<file path="src/rtl/dac_pkg.sv">
// rtl/dac_pkg.sv - shared FSM state type and default parameters for the DAC serial controller
// Contents:
//   dac_state_t    FSM states IDLE/SHIFT/HOLD/GAP
//   DEF_*          default DATA_W, HALF_DIV, GAP_CYC
//   HOLD_CYC       fixed length of the post-shift HOLD phase
//   frame_cycles() word period in clk_X4 cycles for a given parameter set
package dac_pkg;

    typedef enum logic [1:0] {
        ST_IDLE  = 2'd0,
        ST_SHIFT = 2'd1,
        ST_HOLD  = 2'd2,
        ST_GAP   = 2'd3
    } dac_state_t;

    localparam int DEF_DATA_W   = 12;
    localparam int DEF_HALF_DIV = 2;
    localparam int DEF_GAP_CYC  = 150;
    localparam int HOLD_CYC     = 2;

    function automatic int frame_cycles(int data_w, int half_div, int gap_cyc);
        return data_w * 2 * half_div + HOLD_CYC + gap_cyc;
    endfunction

endpackage

</file>
<file path="src/rtl/dac_serial_ctrl_if.sv">
// rtl/dac_serial_ctrl_if.sv - sample hand-off interface into the DAC serial controller
// Signals:
//   s_valid  producer offers a sample
//   s_data   sample word, DATA_W bits
//   s_ready  controller accepts the sample this cycle
// Modports: master (sample producer), slave (dac_serial_ctrl)
interface dac_serial_ctrl_if
    import dac_pkg::*;
#(
    parameter int DATA_W = DEF_DATA_W
);

    logic              s_valid;
    logic [DATA_W-1:0] s_data;
    logic              s_ready;

    modport master (
        output s_valid,
        output s_data,
        input  s_ready
    );

    modport slave (
        input  s_valid,
        input  s_data,
        output s_ready
    );

endinterface

</file>
<file path="src/rtl/dac_clk_div.sv">
// rtl/dac_clk_div.sv - HALF_DIV phase counter producing a half-period tick
// Ports:
//   clk    clock
//   rst    asynchronous active-high reset
//   clear  restart the phase count from zero on the next edge
//   tick   high on the last cycle of each sclk half-period
module dac_clk_div
    import dac_pkg::*;
#(
    parameter int HALF_DIV = DEF_HALF_DIV
) (
    input  logic clk,
    input  logic rst,
    input  logic clear,
    output logic tick
);

    localparam int CW = (HALF_DIV > 1) ? $clog2(HALF_DIV) : 1;
    localparam logic [CW-1:0] LAST = CW'(HALF_DIV - 1);

    logic [CW-1:0] cnt;

    // The count returns to zero on the tick compare, never by rolling over.
    always_ff @(posedge clk or posedge rst) begin
        if (rst) begin
            cnt <= '0;
        end else if (clear || tick) begin
            cnt <= '0;
        end else begin
            cnt <= cnt + 1'b1;
        end
    end

    assign tick = (cnt == LAST);

endmodule

</file>
<file path="src/rtl/dac_serial_ctrl.sv">
// rtl/dac_serial_ctrl.sv - serial DAC word transmitter with load strobe and repeat mode
// Ports:
//   clk_X4       single clock, all state changes on its rising edge
//   rst          asynchronous active-high reset
//   enable       high = run, low = abort to IDLE
//   repeat_mode  re-send the held sample when no new sample is offered
//   s_if         sample hand-off (s_valid / s_data / s_ready)
//   sclk, sdi    serial clock and data to the DAC (data MSB first, sampled on sclk rise)
//   ld           load strobe, high through SHIFT and HOLD
//   busy         a transfer is in progress
//   done         one-cycle pulse on the final GAP cycle
module dac_serial_ctrl
    import dac_pkg::*;
#(
    parameter int DATA_W   = DEF_DATA_W,
    parameter int HALF_DIV = DEF_HALF_DIV,
    parameter int GAP_CYC  = DEF_GAP_CYC
) (
    input  logic         clk_X4,
    input  logic         rst,
    input  logic         enable,
    input  logic         repeat_mode,
    dac_serial_ctrl_if.slave s_if,
    output logic         sclk,
    output logic         sdi,
    output logic         ld,
    output logic         busy,
    output logic         done
);

    localparam int BW = (DATA_W > 1) ? $clog2(DATA_W) : 1;
    localparam int CW = $clog2((GAP_CYC > HOLD_CYC) ? GAP_CYC : HOLD_CYC);
    localparam logic [BW-1:0] LAST_BIT  = BW'(DATA_W - 1);
    localparam logic [CW-1:0] HOLD_LAST = CW'(HOLD_CYC - 1);
    localparam logic [CW-1:0] GAP_LAST  = CW'(GAP_CYC - 1);

    dac_state_t        state, state_n;
    logic              phase, phase_n;        // 0 = sclk low half, 1 = sclk high half
    logic [BW-1:0]     bit_cnt, bit_n;
    logic [CW-1:0]     cyc_cnt, cyc_n;        // shared by HOLD and GAP
    logic [DATA_W-1:0] shreg, shreg_n;
    logic [DATA_W-1:0] hold_reg, hold_n;
    logic              have_sample, have_n;

    logic sclk_n, sdi_n, ld_n, busy_n, done_n;
    logic tick;
    logic s_ready;
    logic accept;
    logic repeat_start;

    assign s_ready      = (state == ST_IDLE) && enable && !rst;
    assign s_if.s_ready = s_ready;
    assign accept       = s_if.s_valid && s_ready;
    assign repeat_start = (state == ST_IDLE) && enable && repeat_mode
                          && have_sample && !s_if.s_valid;

    dac_clk_div #(
        .HALF_DIV (HALF_DIV)
    ) u_clk_div (
        .clk   (clk_X4),
        .rst   (rst),
        .clear ((state != ST_SHIFT) || !enable),
        .tick  (tick)
    );

    always_ff @(posedge clk_X4 or posedge rst) begin
        if (rst) begin
            state       <= ST_IDLE;
            phase       <= 1'b0;
            bit_cnt     <= '0;
            cyc_cnt     <= '0;
            shreg       <= '0;
            hold_reg    <= '0;
            have_sample <= 1'b0;
            sclk        <= 1'b1;
            sdi         <= 1'b0;
            ld          <= 1'b0;
            busy        <= 1'b0;
            done        <= 1'b0;
        end else begin
            state       <= state_n;
            phase       <= phase_n;
            bit_cnt     <= bit_n;
            cyc_cnt     <= cyc_n;
            shreg       <= shreg_n;
            hold_reg    <= hold_n;
            have_sample <= have_n;
            sclk        <= sclk_n;
            sdi         <= sdi_n;
            ld          <= ld_n;
            busy        <= busy_n;
            done        <= done_n;
        end
    end

    // Next state and counters. Outputs are decoded from the next position
    // and registered, so each output flop matches the cycle it labels.
    always_comb begin
        state_n = state;
        phase_n = phase;
        bit_n   = bit_cnt;
        cyc_n   = cyc_cnt;
        shreg_n = shreg;
        hold_n  = hold_reg;
        have_n  = have_sample;

        if (!enable) begin
            // Abort: the held sample survives, the transfer does not.
            state_n = ST_IDLE;
            phase_n = 1'b0;
            bit_n   = '0;
            cyc_n   = '0;
        end else begin
            unique case (state)
                ST_IDLE: begin
                    if (accept) begin
                        hold_n  = s_if.s_data;
                        have_n  = 1'b1;
                        shreg_n = s_if.s_data;
                        state_n = ST_SHIFT;
                        phase_n = 1'b0;
                        bit_n   = '0;
                    end else if (repeat_start) begin
                        shreg_n = hold_reg;
                        state_n = ST_SHIFT;
                        phase_n = 1'b0;
                        bit_n   = '0;
                    end
                end
                ST_SHIFT: begin
                    if (tick) begin
                        if (!phase) begin
                            phase_n = 1'b1;
                        end else if (bit_cnt == LAST_BIT) begin
                            state_n = ST_HOLD;
                            phase_n = 1'b0;
                            bit_n   = '0;
                            cyc_n   = '0;
                        end else begin
                            // New bit appears as sclk falls, keeping sdi stable around the rise.
                            phase_n = 1'b0;
                            bit_n   = bit_cnt + 1'b1;
                            shreg_n = shreg << 1;
                        end
                    end
                end
                ST_HOLD: begin
                    if (cyc_cnt == HOLD_LAST) begin
                        state_n = ST_GAP;
                        cyc_n   = '0;
                    end else begin
                        cyc_n = cyc_cnt + 1'b1;
                    end
                end
                ST_GAP: begin
                    if (cyc_cnt == GAP_LAST) begin
                        state_n = ST_IDLE;
                        cyc_n   = '0;
                    end else begin
                        cyc_n = cyc_cnt + 1'b1;
                    end
                end
                default: begin
                    state_n = ST_IDLE;
                end
            endcase
        end

        sclk_n = (state_n == ST_SHIFT) ? phase_n : 1'b1;
        sdi_n  = (state_n == ST_SHIFT) && shreg_n[DATA_W-1];
        ld_n   = (state_n == ST_SHIFT) || (state_n == ST_HOLD);
        busy_n = (state_n != ST_IDLE);
        done_n = (state_n == ST_GAP) && (cyc_n == GAP_LAST);
    end

endmodule

</file>
<file path="src/flat_wrapper.sv">
// flat-port wrapper written by rule: the top's interface ports become plain ports
module dac_serial_ctrl_flat import dac_pkg::*;
#(
    parameter int DATA_W   = DEF_DATA_W,
    parameter int HALF_DIV = DEF_HALF_DIV,
    parameter int GAP_CYC  = DEF_GAP_CYC
)
  (clk_X4, rst, enable, repeat_mode, sclk, sdi, ld, busy, done, s_if_s_valid, s_if_s_data, s_if_s_ready);
  dac_serial_ctrl_if #(.DATA_W(DATA_W)) s_if_i ();
  input  logic clk_X4;
  input  logic rst;
  input  logic enable;
  input  logic repeat_mode;
  output logic sclk;
  output logic sdi;
  output logic ld;
  output logic busy;
  output logic done;
  input wire logic [$bits(s_if_i.s_valid)-1:0] s_if_s_valid;
  input wire logic [$bits(s_if_i.s_data)-1:0] s_if_s_data;
  output wire logic [$bits(s_if_i.s_ready)-1:0] s_if_s_ready;
  assign s_if_i.s_valid = s_if_s_valid;
  assign s_if_i.s_data = s_if_s_data;
  assign s_if_s_ready = s_if_i.s_ready;
  dac_serial_ctrl #(.DATA_W(DATA_W), .HALF_DIV(HALF_DIV), .GAP_CYC(GAP_CYC)) u_core (.clk_X4(clk_X4), .rst(rst), .enable(enable), .repeat_mode(repeat_mode), .s_if(s_if_i), .sclk(sclk), .sdi(sdi), .ld(ld), .busy(busy), .done(done));
endmodule
</file>
<file path="config.mk">
export PLATFORM = sky130hd
export DESIGN_NAME = dac_serial_ctrl_flat
export DESIGN_NICKNAME = d
export VERILOG_FILES = /design/src/rtl/dac_pkg.sv /design/src/rtl/dac_serial_ctrl_if.sv /design/src/rtl/dac_clk_div.sv /design/src/rtl/dac_serial_ctrl.sv /design/src/flat_wrapper.sv
export SDC_FILE = /design/constraint.sdc
export NUM_CORES = 1
export LEC_CHECK = 0
export CAP_MARGIN = 20
export CORE_ASPECT_RATIO = 1.4
export CORE_UTILIZATION = 30
export CTS_CLUSTER_DIAMETER = 60
export CTS_CLUSTER_SIZE = 16
export DETAILED_ROUTE_END_ITERATION = 7
export DONT_BUFFER_PORTS = 1
export GPL_ROUTABILITY_DRIVEN = 0
export PLACE_DENSITY = 0.52
export RECOVER_POWER = 50
export SLEW_MARGIN = 30
export SYNTH_ARGS = -nofsm -noshare
export SYNTH_HDL_FRONTEND = slang
export SYNTH_HIERARCHICAL = 1
export SYNTH_SLANG_ARGS = --single-unit
</file>
<file path="constraint.sdc">
create_clock -name clk_X4 -period 3 [get_ports clk_X4]
set_clock_uncertainty 0.2 [all_clocks]
set_input_delay 0.3 -clock clk_X4 [delete_from_list [all_inputs] [get_ports clk_X4]]
set_output_delay 0.3 -clock clk_X4 [all_outputs]
set_load 0.02 [all_outputs]
</file>
==> metrics <==
outcome complete, but fails checks; failing checks capacitance limit, slew limit; most common cell after layout, fill and taps aside dfrtp_1; Clock Latency Late Sink just over 0.3 ns; CTS buffer count 5; DRC violations left 0; endpoints failing hold 0; synthesized instance count ~230; top cell type's share of synthesized area 0.461; Max Clk Rate ~380 MHz; Reg clk slew, reported paths approximately 0.1 ns; asr flop ratio synth 1.00; Initial Util 0.313; diode count 0; grt met1 use 0.175; share of cells above drive strength 1 0.168; vias in the first global route approximately 1900; ys flop type dfrtp_1; Least-Margin Pin Slew roughly 1.7 ns; syn nets ~260; H-tree Lvls 2; Slew Limit Headroom -0.149; met3 Use GR 0.0285; chip width ~78 microns; Critical Path AT around 2.7 ns; Fin Setup TNS 0 ns; register area 0.00115 sq mm; CTS tree yes; max-slew violation count between 40 and 50; post-synthesis register bit count 46; area delta synth->final 13.7%; die area about 0.0085 sq mm; Seq/Total Area, Yosys 0.472; Max VDD drop 0.290 mV; Ports 23; first-pass GRT wire length ~9 mm; Nets about 270; Iter 0 DRT Violations between 100 and 150; GR peak layer met2; number of fill cells about 810; WL final between 5 and 6 mm; pin count of the biggest net entering global routing between 40 and 50; CTS Sinks 46; HPWL Detailed approximately 3.7 mm; Data required, critical path 3.02 ns; Avg Vias per Cell roughly 5.4; initial antenna violation count 0; crit start category register; clk root buf clkbuf_8; Slowest-stage cell, CP o31ai_1; Tot Pwr 1.32 mW; Tmin final 2.64 ns; power per cell area between 400 and 500 mW/mm^2; Core ar. 0.00780 sq mm; met2 Usage GRT 0.241; PortBufs 0; commonest cells after routing, fill and taps aside 45 x dfrtp_1, 21 x nand2_1, 18 x nor2_1, 14 x o21ai_0, 14 x dlygate4sd3_1; max-cap viol count 1; CP Class register to register; gr usage total 0.143; synth top area cells dfrtp_1 46%, mux2_2 5.5%, a222oi_1 4.5%; Synth cell types between 50 and 60; crit-path cells ha_1 -> nand3b_1 -> o31ai_1 -> nand3_1 -> inv_1 -> ha_1 -> nand3_1 -> a221o_1 -> nor4_2; placement row count 38; drt first pass iters 7; antenna viol nets, final 0; Lkg Pwr roughly 1.2 nW; DR vias 1876; Final setup viols 0; number of flops mapped to enable cells by yosys 0; dominant cell type by area after synthesis dfrtp_1; Yosys Warn Count 6; Crit path largest cell delay 0.52 ns; cell area after synthesis roughly 0.0024 sq mm; Critical Path Sink Type register; worst-path fanout max 5; RSZ-0062 raised after global routing false; non-filler cells, final 350; Placed Cells between 300 and 400; wire per inst approximately 15 microns; Avg Cell Area, Syn 10.5 sq um; fin crit share 0.881; GRT overflow 0; post_cts resized 0; DIE HEIGHT ~110 microns; Max Root-Sink Buffers 2; Min-Delay Path Class primary input to register; Multi-input gate area ~0.0012 sq mm
-- synthesized netlist by cell type (all sizes together) (3+ instances only) --
library cell / number
ha: 6
mux2: 12
nor2: 18
nand2: 21
buf: 10
nand3: 8
a22oi: 3
nor4b: 4
inv: 10
and2: 5
mux2i: 3
xor2: 3
clkbuf: 3
a21oi: 8
dfrtp: 45
a222oi: 11
nand4: 5
o21ai: 14
-- final timing paths --
kind,cells past startpoint,from,to,slack (ns)
max,9,u_core/bit_cnt[0]$_DFFE_PP0P_,u_core/done$_DFF_PP0_,0.36
min,2,enable,u_core/bit_cnt[0]$_DFFE_PP0P_,0.01
max reg2reg,9,u_core/bit_cnt[0]$_DFFE_PP0P_,u_core/done$_DFF_PP0_,0.36
min reg2reg,1,u_core/have_sample$_DFFE_PP0P_,u_core/have_sample$_DFFE_PP0P_,0.29
max in group asynchronous,2,rst,u_core/bit_cnt[3]$_DFFE_PP0P_,0.79
min in group asynchronous,2,rst,u_core/u_clk_div/tick$_DFF_PP0_,0.10
-- stage by stage --
| step | area (sq um) | utilization | worst slack, ns | hold WS, ns |
|---|---|---|---|---|
| floorplan | 2440 | - | 0.357 | -0.171 |
| global placement | 2540 | 0.326 | 0.433 | -0.167 |
| detailed placement | 2540 | 0.326 | 0.375 | -0.165 |
| CTS | 2780 | 0.356 | 0.352 | 0.00206 |
| global route | 2780 | 0.356 | 0.158 | 0.0179 |
| finish | 2780 | 0.356 | 0.358 | 0.0112 |
-- repair_timing --
item / CTS / global route
setup buffers: 0 / 0
endpoints found under the hold margin: 62 / 0
hold buffers: 14 / 0
-- cell type report --
type / instances / share of cell area
sequential: 46 / 0.415
tap: 100 / 0.0451
clock inverter: 3 / 0.00947
multi-input combinational: 162 / 0.417
inverter: 12 / 0.0162
timing repair buffer: 22 / 0.0721
clock buffer: 5 / 0.0248
-- worst max-delay path: cells and delay by family, from the launching register on --
kind | cells | cell delay (ns)
compound gates | 2 | 0.79
simple gates | 4 | 0.66
flops | 1 | 0.40
buf+inv | 1 | 0.13
fa+ha+maj | 2 | 0.39
-- routing by layer --
layer / up-vias / routed length, microns
met4: 0 / 87
met1: 921 / 2310
met5: - / 0
li1: 905 / -
met2: 43 / 2780
met3: 7 / 215
-- kinds of logic after synthesis --
logic type,count (synthesis),share of synthesized area
AND/OR/NAND/NOR,81,0.186
buffers and inverters,25,0.0538
multiplexers,15,0.0677
adder cells (fa/ha/maj),6,0.0308
AO/OA/AOI/OAI,57,0.179
XOR/XNOR,3,0.0108
flip-flops,46,0.472
-- where the power goes --
group          total (mW)  switching (mW)  internal, mW  leakage [nW]
Clock               0.409           0.236         0.173        0.0495
Combinational       0.169          0.0819        0.0875         0.531
Sequential          0.738          0.0461         0.692         0.597
Note: power is estimated with default switching activity, not from simulation.
